File: src/rtl/fifo_byte_drain.sv
// -----------------------------------------------------------------------------
// fifo_byte_drain
//
// Read-side consumer for the shift-register FIFO. When the FIFO reports a
// pending word, it captures the oldest word from the FIFO mux output and
// issues a one-cycle pop strobe. If the upstream pushes in that cycle, the
// FIFO ignores both operations, so the strobe is repeated. The word is then
// serialised as WIDTH/8 bytes on an 8-bit valid/ready stream. The block also
// records upstream overflow attempts and counts fully transmitted words.
//
// Stream handshake: a byte transfers on a rising clock edge where m_valid_o
// and m_ready_i are both high. Once m_valid_o is raised, it and m_data_o and
// m_last_o are held until that transfer. m_valid_o never depends on
// m_ready_i.
//
// Ports
//   clk_i          clock
//   rst_i          asynchronous active-low reset
//   en_i           drain enable; gates only the start of a new word
//   fifo_pnding_i  FIFO non-empty flag (registered, lags count by a cycle)
//   fifo_full_i    FIFO full flag
//   fifo_push_i    copy of the FIFO push strobe (monitor only)
//   fifo_data_i    FIFO mux output (oldest word)
//   fifo_pop_o     pop strobe to the FIFO
//   m_data_o       byte out
//   m_valid_o      byte valid
//   m_ready_i      sink ready
//   m_last_o       high with the final byte of a word
//   busy_o         FSM not in IDLE (state visibility)
//   word_cnt_o     words fully transmitted, wraps modulo 2^16
//   ovf_o          sticky: push attempted while full
//
// All outputs are registered.
// -----------------------------------------------------------------------------
module fifo_byte_drain #(
  parameter int WIDTH     = 32,
  parameter int DEPTH     = 16,
  parameter bit MSB_FIRST = 1'b0
) (
  input  logic             clk_i,
  input  logic             rst_i,
  input  logic             en_i,
  input  logic             fifo_pnding_i,
  input  logic             fifo_full_i,
  input  logic             fifo_push_i,
  input  logic [WIDTH-1:0] fifo_data_i,
  output logic             fifo_pop_o,
  output logic [7:0]       m_data_o,
  output logic             m_valid_o,
  input  logic             m_ready_i,
  output logic             m_last_o,
  output logic             busy_o,
  output logic [15:0]      word_cnt_o,
  output logic             ovf_o
);

  if (((WIDTH % 8) != 0) || (WIDTH < 8) || (DEPTH < 1)) begin : g_bad_params
    $error("fifo_byte_drain: WIDTH must be a positive multiple of 8 and DEPTH >= 1");
  end

  localparam int NB   = WIDTH / 8;
  localparam int IDXW = (NB > 1) ? $clog2(NB) : 1;
  localparam logic [IDXW-1:0] LAST_IDX = IDXW'(NB - 1);

  localparam logic [1:0] ST_IDLE = 2'd0;
  localparam logic [1:0] ST_POP  = 2'd1;
  localparam logic [1:0] ST_SEND = 2'd2;

  logic [1:0]       state_q, state_d;
  logic [WIDTH-1:0] shift_q, shift_d;
  logic [IDXW-1:0]  idx_q, idx_d;
  logic             pop_q, pop_d;
  logic             valid_q, valid_d;
  logic             last_q, last_d;
  logic [7:0]       data_q, data_d;
  logic [15:0]      cnt_q, cnt_d;
  logic             busy_q;
  logic             ovf_q, ovf_d;

  // The byte to present next always sits at the head end of the shift
  // register; after taking it the register moves by one byte toward that end.
  logic [7:0]       head_byte;
  logic [WIDTH-1:0] shift_next;

  always_comb begin
    if (MSB_FIRST) begin
      head_byte  = shift_q[WIDTH-1 -: 8];
      shift_next = shift_q << 8;
    end else begin
      head_byte  = shift_q[7:0];
      shift_next = shift_q >> 8;
    end
  end

  always_comb begin
    state_d = state_q;
    shift_d = shift_q;
    idx_d   = idx_q;
    pop_d   = pop_q;
    valid_d = valid_q;
    last_d  = last_q;
    data_d  = data_q;
    cnt_d   = cnt_q;

    case (state_q)
      ST_IDLE: begin
        if (en_i && fifo_pnding_i) begin
          shift_d = fifo_data_i;
          idx_d   = '0;
          pop_d   = 1'b1;
          state_d = ST_POP;
        end
      end

      ST_POP: begin
        // A push in the same cycle makes the FIFO drop the pop; hold the
        // strobe for another cycle. The captured word is still the oldest.
        if (!fifo_push_i) begin
          pop_d   = 1'b0;
          valid_d = 1'b1;
          data_d  = head_byte;
          last_d  = (idx_q == LAST_IDX);
          shift_d = shift_next;
          state_d = ST_SEND;
        end
      end

      ST_SEND: begin
        if (valid_q && m_ready_i) begin
          if (last_q) begin
            valid_d = 1'b0;
            last_d  = 1'b0;
            cnt_d   = cnt_q + 16'd1;
            state_d = ST_IDLE;
          end else begin
            idx_d   = idx_q + IDXW'(1);
            data_d  = head_byte;
            last_d  = ((idx_q + IDXW'(1)) == LAST_IDX);
            shift_d = shift_next;
          end
        end
      end

      default: begin
        pop_d   = 1'b0;
        valid_d = 1'b0;
        last_d  = 1'b0;
        state_d = ST_IDLE;
      end
    endcase
  end

  // Overflow compares against the registered pop: a push that coincides with
  // our pop strobe is dropped by the FIFO, not lost to a full condition.
  assign ovf_d = ovf_q | (fifo_full_i & fifo_push_i & ~pop_q);

  always_ff @(posedge clk_i or negedge rst_i) begin
    if (!rst_i) begin
      state_q <= ST_IDLE;
      shift_q <= '0;
      idx_q   <= '0;
      pop_q   <= 1'b0;
      valid_q <= 1'b0;
      last_q  <= 1'b0;
      data_q  <= 8'd0;
      cnt_q   <= 16'd0;
      busy_q  <= 1'b0;
      ovf_q   <= 1'b0;
    end else begin
      state_q <= state_d;
      shift_q <= shift_d;
      idx_q   <= idx_d;
      pop_q   <= pop_d;
      valid_q <= valid_d;
      last_q  <= last_d;
      data_q  <= data_d;
      cnt_q   <= cnt_d;
      busy_q  <= (state_d != ST_IDLE);
      ovf_q   <= ovf_d;
    end
  end

  assign fifo_pop_o = pop_q;
  assign m_data_o   = data_q;
  assign m_valid_o  = valid_q;
  assign m_last_o   = last_q;
  assign busy_o     = busy_q;
  assign word_cnt_o = cnt_q;
  assign ovf_o      = ovf_q;

endmodule
File: config.mk
export PLATFORM = sky130hd
export DESIGN_NAME = fifo_byte_drain
export DESIGN_NICKNAME = d
export VERILOG_FILES = /design/src/rtl/fifo_byte_drain.sv
export SDC_FILE = /design/constraint.sdc
export NUM_CORES = 1
export LEC_CHECK = 0
export ABC_CLOCK_PERIOD_IN_PS = 2200
export CAP_MARGIN = 10
export CORE_ASPECT_RATIO = 1.75
export CORE_MARGIN = 8
export CORE_UTILIZATION = 26
export DETAILED_ROUTE_END_ITERATION = 10
export PLACE_DENSITY = 0.43
export SYNTH_ARGS = -nofsm -noshare
export SYNTH_HDL_FRONTEND = slang
export SYNTH_SLANG_ARGS = --single-unit
File: constraint.sdc
create_clock -name clk_i -period 2.2 [get_ports clk_i]
set_input_delay 0.44 -clock clk_i [delete_from_list [all_inputs] [get_ports clk_i]]
set_output_delay 0.44 -clock clk_i [all_outputs]
set_load 0.1 [all_outputs]
Yosys cells after proc, flatten, opt, wreduce, memory -nomap -nowiden
Cells that the tools add are included.

Logic and storage cells: 70. Register bits: 65. Input bits: 39.

Eq/ne operators: 9. Multiplexer cells: 29. Bitwise operators: 6. Reductions and logical operators: 14. Add/sub/neg operators: 2.

Operators with widths (number): $mux W32 (4); $pmux W32 S3 (1); $mux W8 (3); $add A16 B1 Y16 const B (1); $pmux W8 S2 (1); $mux W2 (7); $reduce_and A4 Y1 (3); $ne A2 B2 Y1 const B (5); $pmux W1 S3 (3); $reduce_and A3 Y1 (3); $mux W1 (8); $eq A2 B2 Y1 const B (3); $pmux W2 S3 (1); $reduce_bool A2 Y1 (3); $reduce_and A5 Y1 (1); $pmux W2 S2 (1); $not A1 Y1 (3); $reduce_bool A3 Y1 (1); $add A2 B1 Y2 const B (1); $and A1 B1 Y1 (2); $eq A2 B1 Y1 const B (1); $logic_and A1 B1 Y1 (2); $logic_not A2 Y1 (1); $or A1 B1 Y1 (1).

Logic depth before layout (Yosys ltp)
Depth after elaboration: 5. Gate-level depth with buffers: 7.

Least setup slack after synthesis
Ideal clock, no wire load.

Path type: register to register. From: reg valid_q, in the netlist m_valid_o. To: reg data_q[0], in the netlist m_data_o[0]. Stages on the path, launching flop included: 5. Period minus slack after synthesis: 2.368 ns. Slack: -0.168 ns. Arrival time: 2.243 ns. Cell sequence: dfrtp_1 > nand3b_1 > and2_1 > nor3b_2 > mux2_2.

Word-level cells in the longest chain between the ends: 3.

RTL lines: from (decl) (RTL line 73) `logic valid_q, valid_d;`; from (signal assigned) (RTL line 174) `valid_q <= valid_d;`; $logic_and A1 B1 Y1 (RTL line 129) `if (valid_q && m_ready_i) begin`; $ne A2 B2 Y1 (no line); $reduce_and A4 Y1 (no line); to (signal assigned) (RTL line 176) `data_q <= data_d;`; to (decl) (RTL line 75) `logic [7:0] data_q, data_d;`.

Every way passes these cells. A chain may end at the register's enable or synchronous reset.

Worst setup path after layout
From: reg state_q[0]. To: reg idx_q[1].

Word-level cells in the longest chain between the ends: 3. Elaborated cells between the ends (all ways): 8. Classes of those cells: eq/ne: 4; mux: 1; reduce/logical: 3.

RTL lines: from (decl) (RTL line 69) `logic [1:0] state_q, state_d;`; from (signal assigned) (RTL line 170) `state_q <= state_d;`; $eq A2 B2 Y1 or $logic_not A2 Y1 (tied branches) (RTL line 105) `case (state_q)`; $ne A2 B2 Y1 (no line) or $reduce_bool A2 Y1 (tied branches); $reduce_and A4 Y1 (no line); to (signal assigned) (RTL line 172) `idx_q <= idx_d;`; to (decl) (RTL line 71) `logic [IDXW-1:0] idx_q, idx_d;`.

Parallel ways exist; a longest one is shown, timed or not.

==> summary.md <==
| Metric | Value |
|---|---|
| Final WL | `7.09 mm` |
| DRT Pass-1 Iters | `4` |
| Post-layout min period | `2.00 ns` |
| Drt drc | `0` |
| Gr usage total | `9.72%` |
| Worst path max stage delay | `0.45 ns` |
| Seq/Total Area, Yosys | `54.5%` |
| Adder-cell share of the synthesized area | `3.35%` |
| # diodes | `0` |
| Grt met3 use | `2.49%` |
| Place WS | `0.000121 ns` |
| P_sw | `2.38 mW` |
| Slew @ Worst Pin | `0.499 ns` |
| Pwr dens | `1450 nW/um^2` |
| # Post-CTS Setup Buffers | `0` |
| Full die area | `15300 sq um` |
| Area delta synth->final | `40.4%` |
| Setup Skew | `0.00862 ns` |
| DRT iter0 DRCs | `43` |
| Worst EP required | `2.41 ns` |
| Syn avg cell area | `11.0 sq um` |
| Initial Util | `26.2%` |
| Peak supply drop | `0.665 mV` |
| Grt ovf | `0` |
| CP top delay family | `buffers and inverters` |
| Most frequent cells in the layout | `dfrtp_1, buf_4, clkdlybuf4s50_1` |
| GR Layer Usage met2 | `16.9%` |
| Number of max-slew violations in the final report | `0` |
| Core area | `11400 sq um` |
| DPL Wire Length | `5.19 mm` |
| Clk buf depth | `2` |
| Slowest CP cell | `a21boi_0` |
| DR vias | `2183` |
| Busiest grt layer | `met2` |
| H-tree lvl count | `3` |
| #FFs+latches synth | `65` |
| Clock Sink Count | `65` |
| Sequential share of power | `30.5%` |
| Finished Core Util | `36.8%` |
| Die Y | `158 um` |
| Worst Setup Start Kind | `flip-flop` |
| Main synth FF type | `dfrtp_1` |
| Setup ws final | `0.199 ns` |
| Post-synthesis mux area share | `12.2%` |
| Unrepaired setup endpoints after global routing | `false` |
| DRT antenna net count | `0` |
| Lkg Pwr | `1.89 nW` |
| Post-synth EDFFs | `0` |
| Minimum setup slack among reg-to-reg paths | `0.20 ns` |
| Crit-path most repeated cell | `buf_4` |
| F_max | `500 MHz` |
| Hold_buf cts | `0` |
| Hold Vio Cnt, Final | `0` |
| Setup CP Type | `reg -> reg` |
| Top-Level Pins | `68` |
| Cell-internal power | `3.68 mW` |
| Crit path depth | `7` |
| Commonest non-fill, non-tap cell in the layout | `dfrtp_1` |
| RePlAce Congestion | `0.716` |
| MaxCap Viol Count | `0` |
| Post-Synth Simple-Gate Area | `13.5%` |
| Cell chain of the critical path | `inv_1 > ha_2 > a21boi_0 > buf_4 > nor3_1 > buf_4 > mux2_2` |
| CP max FO | `5` |
| Worst r2r dst | `idx_q[1]` |
| # setup viols final | `0` |
| Final Hold Slack | `0.122 ns` |
| Die X | `97.0 um` |
| Vias per inst | `4.41` |
| Clk pwr share | `26.3%` |
| Fin Setup TNS | `0 ns` |
| Clk slew on worst S/H paths | `0.06 ns` |
| IO Port Bufs | `67` |
| Clk root buf | `clkbuf_16` |
| CP endpoint kind | `flip-flop` |
| Synthesized net count | `319` |
| Cts repair resizes | `0` |
| Row cnt | `52` |
| Synthesized cell area | `2980 sq um` |
| WP buf/inv | `3` |
| Net Sw Frac | `39.3%` |
| Net count, final | `402` |
| Largest net degree at the start of global routing | `66` |
| Routed wire per std cell | `14.3 um` |
| Outcome | `finished clean` |
| M1 GR Usage | `10.5%` |
| Layout cells sized above 1 | `21.7%` |
| Synth Area in Compound Gates | `8.64%` |
| Crit path DAT | `2.21 ns` |
| Synthesis Warnings | `0` |
| CTS tree | `built` |
| XOR/XNOR Fraction of Synth Area | `4.40%` |
| Hold Crit Class | `in -> async` |
| Num CTS Buffers | `9` |
| Tcrit/Tclk final | `90.9%` |
| Synth cell types | `33` |
| Slew margin rel. | `66.4%` |
| Combinational fraction of design power | `43.2%` |
| Ys async rst share | `100%` |
| R2R depth | `7` |
| Worst-Skew Late Latency | `0.33 ns` |
| Cells after Synth | `272` |
| Reg2Reg Launch Point | `state_q[0]` |
| Largest family of logic cells by synthesized area | `simple AND/OR/NAND/NOR gates` |
| Number of global-route vias before repair | `2313` |
| Antenna violations before repair | `0` |
| First-pass GRT wire length | `11.8 mm` |
layer usage:
| layer | vias to the layer above | wire [um] |
|---|---|---|
| li1 | 1105 | - |
| met2 | 42 | 3670 |
| met1 | 1027 | 2980 |
| met4 | 0 | 136 |
| met3 | 9 | 300 |
| met5 | - | 0 |
synth_stat cells, types with 2 or more instances:
cell type / count / area (sq um)
mux2_2: 10 / 113
o21ai_0: 9 / 45.0
nand3b_1: 9 / 67.6
xor2_1: 6 / 52.6
nand2_1: 15 / 56.3
clkbuf_1: 6 / 22.5
nand4_1: 5 / 31.3
a211oi_1: 2 / 15.0
nor2_1: 28 / 105
ha_1: 8 / 100
buf_2: 5 / 25.0
a21oi_1: 26 / 130
mux2i_1: 25 / 250
nand3_1: 6 / 30.0
dfrtp_1: 65 / 1630
nor3_1: 5 / 25.0
inv_1: 15 / 56.3
xnor2_1: 9 / 78.8
and3_1: 4 / 25.0
power groups by stage:
stage,clock (mW),combinational [mW],sequential [mW]
floorplan,0,1.32,2.50
global placement,0,2.63,1.86
detailed placement,0,2.65,1.87
CTS,1.65,2.67,1.85
global route,1.70,2.85,1.91
finish,1.59,2.62,1.85
area by class of cell:
class                      count  area [sq um]
multi-input combinational    181          1260
fill                        1133          7200
inverter                      15          56.3
clock inverter                 4          73.8
sequential                    65          1630
timing repair buffer          83           738
tap                          135           169
clock buffer                  12           267
through the flow:
stage | cells | power, mW | instance area (sq um)
final | 495 | 6.06 | 4190
after floorplan | 272 | 3.82 | 2990
after CTS | 495 | 6.17 | 4190
after global routing | 495 | 6.46 | 4190
after detailed placement | 479 | 4.53 | 3850
after global placement | 479 | 4.48 | 3850
cells by family (layout without fill, tap and decap cells):
| logic type | count (synthesis) | count (layout) |
|---|---|---|
| flops | 65 | 65 |
| buf+inv | 26 | 114 |
| simple gates | 80 | 80 |
| mux | 35 | 35 |
| fa+ha+maj | 8 | 8 |
| compound gates | 43 | 43 |
| xor+xnor | 15 | 15 |
flip-flops by register name (all words and copies together), names as in the netlist:
register    flops
ovf_o           1
fifo_pop_o      1
m_last_o        1
state_q         2
busy_o          1
shift_q        32
m_data_o        8
idx_q           2
word_cnt_o     16
m_valid_o       1
worst register-to-register path, cell delays in order (launching register included):
cell      delay [ns]
dfrtp_1         0.40
inv_1           0.13
ha_2            0.25
a21boi_0        0.45
buf_4           0.20
nor3_1          0.06
buf_4           0.14
mux2_2          0.26
worst max path at each step:
stage | startpoint | endpoint | slack [ns]
2_1_floorplan | word_cnt_o[5] | word_cnt_o[9] | 0.1
3_3_place_gp | en_i | idx_q[1] | 0.001
3_5_place_dp | m_ready_i | idx_q[1] | 0.0001
4_1_cts | state_q[0] | idx_q[1] | 0.16
5_1_grt | state_q[1] | busy_o | 0.02
6_report | state_q[0] | idx_q[1] | 0.20
Note: power is estimated with default switching activity, not from simulation.
